==> src/rtl/mem_access_if.sv <==
// Data-memory bus between the memory stage (master) and the data memory (slave).
interface mem_access_if;
   logic        mem_req;
   logic        mem_we;
   logic [31:0] mem_addr;
   logic [31:0] mem_wdata;
   logic [3:0]  mem_wstrb;
   logic [31:0] mem_rdata;
   logic        mem_ack;

   modport master (
      output mem_req, mem_we, mem_addr, mem_wdata, mem_wstrb,
      input  mem_rdata, mem_ack
   );

   modport slave (
      input  mem_req, mem_we, mem_addr, mem_wdata, mem_wstrb,
      output mem_rdata, mem_ack
   );
endinterface

==> src/rtl/mem_access.sv <==
// Memory-stage load/store engine: runs one req/ack bus transaction per load or
// store, aligns/extends load data and emits one writeback pulse per bundle.
module mem_access #(
   parameter int TIMEOUT = 16
) (
   input  logic               clk,
   input  logic               rst,
   input  logic               in_valid,
   output logic               in_ready,
   input  logic               load_en,
   input  logic               store_en,
   input  logic               write_reg,
   input  logic [2:0]         funct3,
   input  logic [31:0]        addr,
   input  logic [31:0]        data,
   input  logic [31:0]        res,
   input  logic [4:0]         rd,
   mem_access_if.master       bus,
   output logic               wb_valid,
   output logic               wb_en,
   output logic [4:0]         wb_rd,
   output logic [31:0]        wb_data,
   output logic               err,
   output logic [1:0]         err_code
);

   localparam int CNT_W = $clog2(TIMEOUT + 1);

   typedef enum logic {IDLE, BUS} state_t;

   state_t           state;
   logic [CNT_W-1:0] cnt;
   logic [2:0]       funct3_p1;
   logic [1:0]       off_p1;
   logic [4:0]       rd_p1;
   logic             write_reg_p1;

   logic is_mem;
   logic illegal;
   logic misaligned;

   function automatic logic [3:0] store_strb(input logic [2:0] f3, input logic [1:0] a);
      case (f3[1:0])
         2'b00:   return 4'b0001 << a;
         2'b01:   return 4'b0011 << a;
         default: return 4'b1111;
      endcase
   endfunction

   function automatic logic [31:0] store_lanes(input logic [2:0] f3, input logic [31:0] d);
      case (f3[1:0])
         2'b00:   return {4{d[7:0]}};
         2'b01:   return {2{d[15:0]}};
         default: return d;
      endcase
   endfunction

   function automatic logic [31:0] load_extract(input logic [2:0] f3, input logic [1:0] a,
                                                input logic [31:0] rdata);
      logic signed [7:0]  b;
      logic signed [15:0] h;
      b = rdata[8*a +: 8];
      h = a[1] ? rdata[31:16] : rdata[15:0];
      case (f3)
         3'b000:  return 32'(b);
         3'b001:  return 32'(h);
         3'b100:  return {24'd0, b};
         3'b101:  return {16'd0, h};
         default: return rdata;
      endcase
   endfunction

   assign in_ready = (state == IDLE);

   always_comb begin
      is_mem     = load_en | store_en;
      illegal    = (load_en & store_en)
                 | (load_en  & !(funct3 inside {3'b000, 3'b001, 3'b010, 3'b100, 3'b101}))
                 | (store_en & !(funct3 inside {3'b000, 3'b001, 3'b010}));
      misaligned = ((funct3[1:0] == 2'b01) & addr[0])
                 | ((funct3[1:0] == 2'b10) & (addr[1:0] != 2'b00));
   end

   always_ff @(posedge clk or negedge rst) begin
      if (!rst) begin
         state         <= IDLE;
         cnt           <= '0;
         funct3_p1     <= '0;
         off_p1        <= '0;
         rd_p1         <= '0;
         write_reg_p1  <= 1'b0;
         bus.mem_req   <= 1'b0;
         bus.mem_we    <= 1'b0;
         bus.mem_addr  <= '0;
         bus.mem_wdata <= '0;
         bus.mem_wstrb <= '0;
         wb_valid      <= 1'b0;
         wb_en         <= 1'b0;
         wb_rd         <= '0;
         wb_data       <= '0;
         err           <= 1'b0;
         err_code      <= 2'b00;
      end else begin
         wb_valid <= 1'b0;
         err      <= 1'b0;
         case (state)
            IDLE: begin
               if (in_valid) begin
                  wb_rd <= rd;
                  if (!is_mem) begin
                     wb_valid <= 1'b1;
                     wb_en    <= write_reg;
                     wb_data  <= res;
                     err_code <= 2'b00;
                  end else if (illegal || misaligned) begin
                     // Faults retire immediately without touching the bus
                     wb_valid <= 1'b1;
                     wb_en    <= 1'b0;
                     wb_data  <= '0;
                     err      <= 1'b1;
                     err_code <= illegal ? 2'b11 : 2'b01;
                  end else begin
                     state         <= BUS;
                     cnt           <= '0;
                     funct3_p1     <= funct3;
                     off_p1        <= addr[1:0];
                     rd_p1         <= rd;
                     write_reg_p1  <= write_reg;
                     bus.mem_req   <= 1'b1;
                     bus.mem_we    <= store_en;
                     bus.mem_addr  <= {addr[31:2], 2'b00};
                     bus.mem_wdata <= store_lanes(funct3, data);
                     bus.mem_wstrb <= store_en ? store_strb(funct3, addr[1:0]) : 4'b0000;
                  end
               end
            end
            BUS: begin
               // Ack in the final allowed cycle still counts as completion
               if (bus.mem_ack) begin
                  state       <= IDLE;
                  bus.mem_req <= 1'b0;
                  wb_valid    <= 1'b1;
                  wb_rd       <= rd_p1;
                  err_code    <= 2'b00;
                  wb_en       <= !bus.mem_we & write_reg_p1;
                  wb_data     <= bus.mem_we ? 32'd0
                                            : load_extract(funct3_p1, off_p1, bus.mem_rdata);
               end else if (cnt == CNT_W'(TIMEOUT - 1)) begin
                  state       <= IDLE;
                  bus.mem_req <= 1'b0;
                  wb_valid    <= 1'b1;
                  wb_rd       <= rd_p1;
                  wb_en       <= 1'b0;
                  wb_data     <= '0;
                  err         <= 1'b1;
                  err_code    <= 2'b10;
               end else begin
                  cnt <= cnt + 1'b1;
               end
            end
            default: state <= IDLE;
         endcase
      end
   end

endmodule

==> src/flat_wrapper.sv <==
// flat-port wrapper written by rule: the top's interface ports become plain ports
module mem_access_flat 
#(
   parameter int TIMEOUT = 16
)
  (clk, rst, in_valid, in_ready, load_en, store_en, write_reg, funct3, addr, data, res, rd, wb_valid, wb_en, wb_rd, wb_data, err, err_code, bus_mem_req, bus_mem_we, bus_mem_addr, bus_mem_wdata, bus_mem_wstrb, bus_mem_rdata, bus_mem_ack);
  mem_access_if bus_i ();
  input  logic clk;
  input  logic rst;
  input  logic in_valid;
  output logic in_ready;
  input  logic load_en;
  input  logic store_en;
  input  logic write_reg;
  input  logic [2:0] funct3;
  input  logic [31:0] addr;
  input  logic [31:0] data;
  input  logic [31:0] res;
  input  logic [4:0] rd;
  output logic wb_valid;
  output logic wb_en;
  output logic [4:0] wb_rd;
  output logic [31:0] wb_data;
  output logic err;
  output logic [1:0] err_code;
  output wire logic [$bits(bus_i.mem_req)-1:0] bus_mem_req;
  output wire logic [$bits(bus_i.mem_we)-1:0] bus_mem_we;
  output wire logic [$bits(bus_i.mem_addr)-1:0] bus_mem_addr;
  output wire logic [$bits(bus_i.mem_wdata)-1:0] bus_mem_wdata;
  output wire logic [$bits(bus_i.mem_wstrb)-1:0] bus_mem_wstrb;
  input wire logic [$bits(bus_i.mem_rdata)-1:0] bus_mem_rdata;
  input wire logic [$bits(bus_i.mem_ack)-1:0] bus_mem_ack;
  assign bus_mem_req = bus_i.mem_req;
  assign bus_mem_we = bus_i.mem_we;
  assign bus_mem_addr = bus_i.mem_addr;
  assign bus_mem_wdata = bus_i.mem_wdata;
  assign bus_mem_wstrb = bus_i.mem_wstrb;
  assign bus_i.mem_rdata = bus_mem_rdata;
  assign bus_i.mem_ack = bus_mem_ack;
  mem_access #(.TIMEOUT(TIMEOUT)) u_core (.clk(clk), .rst(rst), .in_valid(in_valid), .in_ready(in_ready), .load_en(load_en), .store_en(store_en), .write_reg(write_reg), .funct3(funct3), .addr(addr), .data(data), .res(res), .rd(rd), .bus(bus_i), .wb_valid(wb_valid), .wb_en(wb_en), .wb_rd(wb_rd), .wb_data(wb_data), .err(err), .err_code(err_code));
endmodule
==> config.mk <==
export PLATFORM = sky130hd
export DESIGN_NAME = mem_access_flat
export DESIGN_NICKNAME = d
export VERILOG_FILES = /design/src/rtl/mem_access_if.sv /design/src/rtl/mem_access.sv /design/src/flat_wrapper.sv
export SDC_FILE = /design/constraint.sdc
export NUM_CORES = 1
export LEC_CHECK = 0
export CORE_UTILIZATION = 25
export DETAILED_ROUTE_END_ITERATION = 7
export GPL_TIMING_DRIVEN = 1
export PLACE_DENSITY = 0.58
export SYNTH_ARGS = -nofsm -noshare
export SYNTH_HDL_FRONTEND = slang
export SYNTH_SLANG_ARGS = --single-unit
export TNS_END_PERCENT = 1
==> constraint.sdc <==
create_clock -name clk -period 3.2 [get_ports clk]
set_input_delay 0.48 -clock clk [delete_from_list [all_inputs] [get_ports clk]]
set_output_delay 0.48 -clock clk [all_outputs]
set_load 0.05 [all_outputs]
==> impl_metrics.ini <==
[run_status]
status = finished, final reports clean

[clock_network]
insertion_delay_ns = 0.43
cts.repair.resized = 0
htreeDepth = 4
path_clk_slew_ns = 0.07
hold_buffers = 0
cts.sinks = 127
cts_buffers = 17
cts_root_buffer = clkbuf_16
post-cts-setup-buffers = 0
cts_tree = yes
clock_path_buffers = 2

[power]
switching_share_pct = 43.02
power.leakage_nw = 4.075
power_frac_seq_pct = 30.0
pwr-share-comb_pct = 45.7
irDropWorstVdd_mv = 0.4432
pwr-share-clk_pct = 24.3
p_sw_mw = 3.414
power_density_mw_per_mm2 = 796.3
power.internal_mw = 4.522

[worst_setup_path]
cpPeakStageDelay_ns = 0.63
crit_family = simple AND/OR/NAND/NOR gates
cp.required_ns = 3.51
critical_path_class = flop to flop
worstSetupEndpointType = flop
crit_path_top_delay_cell = nor3b_1
crit_top_cell = ha_1
path_buf_inv = 1
cp.arrival_ns = 2.95
crit_chain = ha_1 -> and3_1 -> ha_1 -> nor3b_1 -> nor2_2 -> o31ai_4 -> inv_4 -> mux2_4
worstSetupStartpointType = flop
crit_fanout = 28

[synth]
synth-seq-area-share_pct = 49.23
synth_compound_area_share_pct = 10.91
yosysWarnings = 0
synth_adder_area_share_pct = 0.3877
ys.flop_type = dfrtp_1
synth_mux_area_share_pct = 25.04
synthCells = 543
syn_area_mm2 = 0.006455
synth.distinct_cells = 58
synth_edf_count = 0
async_flop_share_pct = 100.0
synth_seq_cells = 127
avgSynthCellArea_um2 = 11.89
yosys.area_share.simple_pct = 9.789
synth_top_family_by_area = multiplexers
synth_xor_xnor_area_share_pct = 0.4071

[layout]
fillers = 2476
drive_gt1_share_pct = 22.32
fin_nets = 943
area_delta_synth_final_pct = 54.39
post-route-util_pct = 39.46
insertedDiodeCount = 0
final_cell_count_no_fill = 1141

[detailed_routing]
wl_per_cell_um = 18.38
avgViaCountPerCell = 4.672
vias = 5331
routed_wl_um = 20970
drc = 0
drtIter0Drc = 320
firstDrtPassIters = 5
ant_nets = 0

[grt]
grt_first_pass_wirelength_um = 32290
antenna_found_initial = 0
grt_use_total_pct = 16.03
grt_max_degree = 72
grt_pass1_vias = 5596
overflow = 0

[timing]
skew_ns = 0.01369
setup_viol = 0
drv_slew = 0
setup_tns_ns = 0
worstMarginPinSlew_ns = 1.138
slew_headroom_pct = 23.84
finalCriticalPeriod_ns = 2.646
hold_violations = 0
grt_setup_unrepaired = no
period_share_pct = 82.68
timing.fmax_mhz = 378.0

[floorplan]
initial_utilization_pct = 25.56
core_mm2 = 0.02525
rows = 58
ios = 256
die_y_um = 162.7
fp.dieW_um = 162.7
die_area_mm2 = 0.02647

[place]
dp_hpwl_um = 15100
port_buffers = 253
post-place-cells = 1109
gp_congestion = 0.7840

[job]
cap_violations = 0

[min_path]
hold_class = input port to async pin
-- layer usage --
metal / track usage [%] / routed length [um] / vias up
li1: - / - / 2486
met1: 20.50 / 9233 / 2568
met2: 25.32 / 9501 / 262
met3: 5.755 / 1984 / 15
met4: 4.460 / 247 / 0
met5: 0 / 0 / -
-- final timing paths --
kind | cells after the start | slack [ns] | to | start
setup / recovery | 8 | 0.55 | u_core.wb_data[25] | u_core.cnt[0]
hold / removal | 1 | 0.08 | u_core.wb_data[29] | rst
setup reg to reg | 8 | 0.55 | u_core.wb_data[25] | u_core.cnt[0]
hold reg to reg | 1 | 0.49 | u_core.bus.mem_addr[27] | u_core.bus.mem_addr[27]
max in group asynchronous | 2 | 2.39 | u_core.bus.mem_wdata[28] | rst
min in group clk | 1 | 0.49 | u_core.bus.mem_addr[27] | u_core.bus.mem_addr[27]
-- worst register-to-register path, stage by stage (launching register included) --
cell and delay [ns]:
dfrtp_1 0.41, ha_1 0.22, and3_1 0.19, ha_1 0.23, nor3b_1 0.63, nor2_2 0.14, o31ai_4 0.11, inv_4 0.23
mux2_4 0.38
-- cell type report --
class                           instances  area (um2)  share of cell area [%]
Timing Repair Buffer                  273        2709                   27.18
Clock inverter                         14       140.1                   1.406
Clock buffer                           18       439.2                   4.407
Tap cell                              330       412.9                   4.143
Inverter                               16       62.56                  0.6277
Sequential cell                       127        3178                   31.89
Multi-Input combinational cell        363        3024                   30.35
-- kinds of logic (layout without fill, tap and decap cells) --
family,count (synthesis),in the layout
buffers and inverters,54,321
xor gates and xnor gates,3,3
and+or+nand+nor,122,122
DFF,127,127
muxes,142,142
adders and majority gates,2,2
other,1,2
AOI/OAI and AO/OA,92,92
-- placed cells by master, fill, tap and decap left out, types with 5 or more instances in the layout --
master	netlist	routed
inv_1	14	14
o21ai_0	31	31
buf_4	7	18
a21oi_1	6	6
nand2b_1	10	10
dfrtp_1	127	127
nand2_1	28	28
mux2i_1	25	25
o311a_1	7	7
a32o_1	8	8
mux2_2	105	105
and2_1	17	17
a221o_1	16	16
nand3_1	9	9
nor2_1	32	31
inv_8	0	5
mux2_4	10	10
clkbuf_16	0	17
a22oi_1	7	7
clkdlybuf4s50_1	0	252
nor3b_1	9	9
-- Yosys cell counts (12+ instances only) --
| cell | instances | area [um2] |
|---|---|---|
| dfrtp_1 | 127 | 3178 |
| mux2_2 | 105 | 1182 |
| buf_2 | 12 | 60.06 |
| inv_1 | 14 | 52.55 |
| nand2_1 | 28 | 105.1 |
| a221o_1 | 16 | 160.2 |
| nor2_1 | 32 | 120.1 |
| mux2i_1 | 25 | 250.2 |
| and2_1 | 17 | 106.4 |
| o21ai_0 | 31 | 155.2 |
| clkbuf_1 | 12 | 45.04 |
-- state kept, by name, indices dropped and copies added, names as in the netlist, 3 cells and up --
name	count
u_core.bus.mem_wdata	32
u_core.wb_data	32
u_core.bus.mem_addr	30
u_core.cnt	5
u_core.rd_p1	5
u_core.wb_rd	5
u_core.bus.mem_wstrb	4
u_core.funct3_p1	3
-- power by group through the flow --
stage | clock [mW] | combinational [mW] | sequential (mW)
detailed placement | 0 | 3.65 | 2.41
finish | 1.93 | 3.63 | 2.38
floorplan | 0 | 0.943 | 3.74
global route | 2.07 | 3.81 | 2.45
global placement | 0 | 3.64 | 2.39
CTS | 2.00 | 3.66 | 2.39
-- metrics by stage --
step                cell area (um2)  hold slack (ns)  setup slack (ns)  power, mW
global placement               9387           0.4788            0.4975      6.038
floorplan                      6459           0.1844            0.8848      4.683
detailed placement             9387           0.4790            0.4676      6.057
global route                   9966           0.1342            0.3415      8.330
CTS                            9966           0.1167            0.5439      8.051
finish                         9966          0.07746            0.5543      7.935
Note: power is estimated with default switching activity, not from simulation.
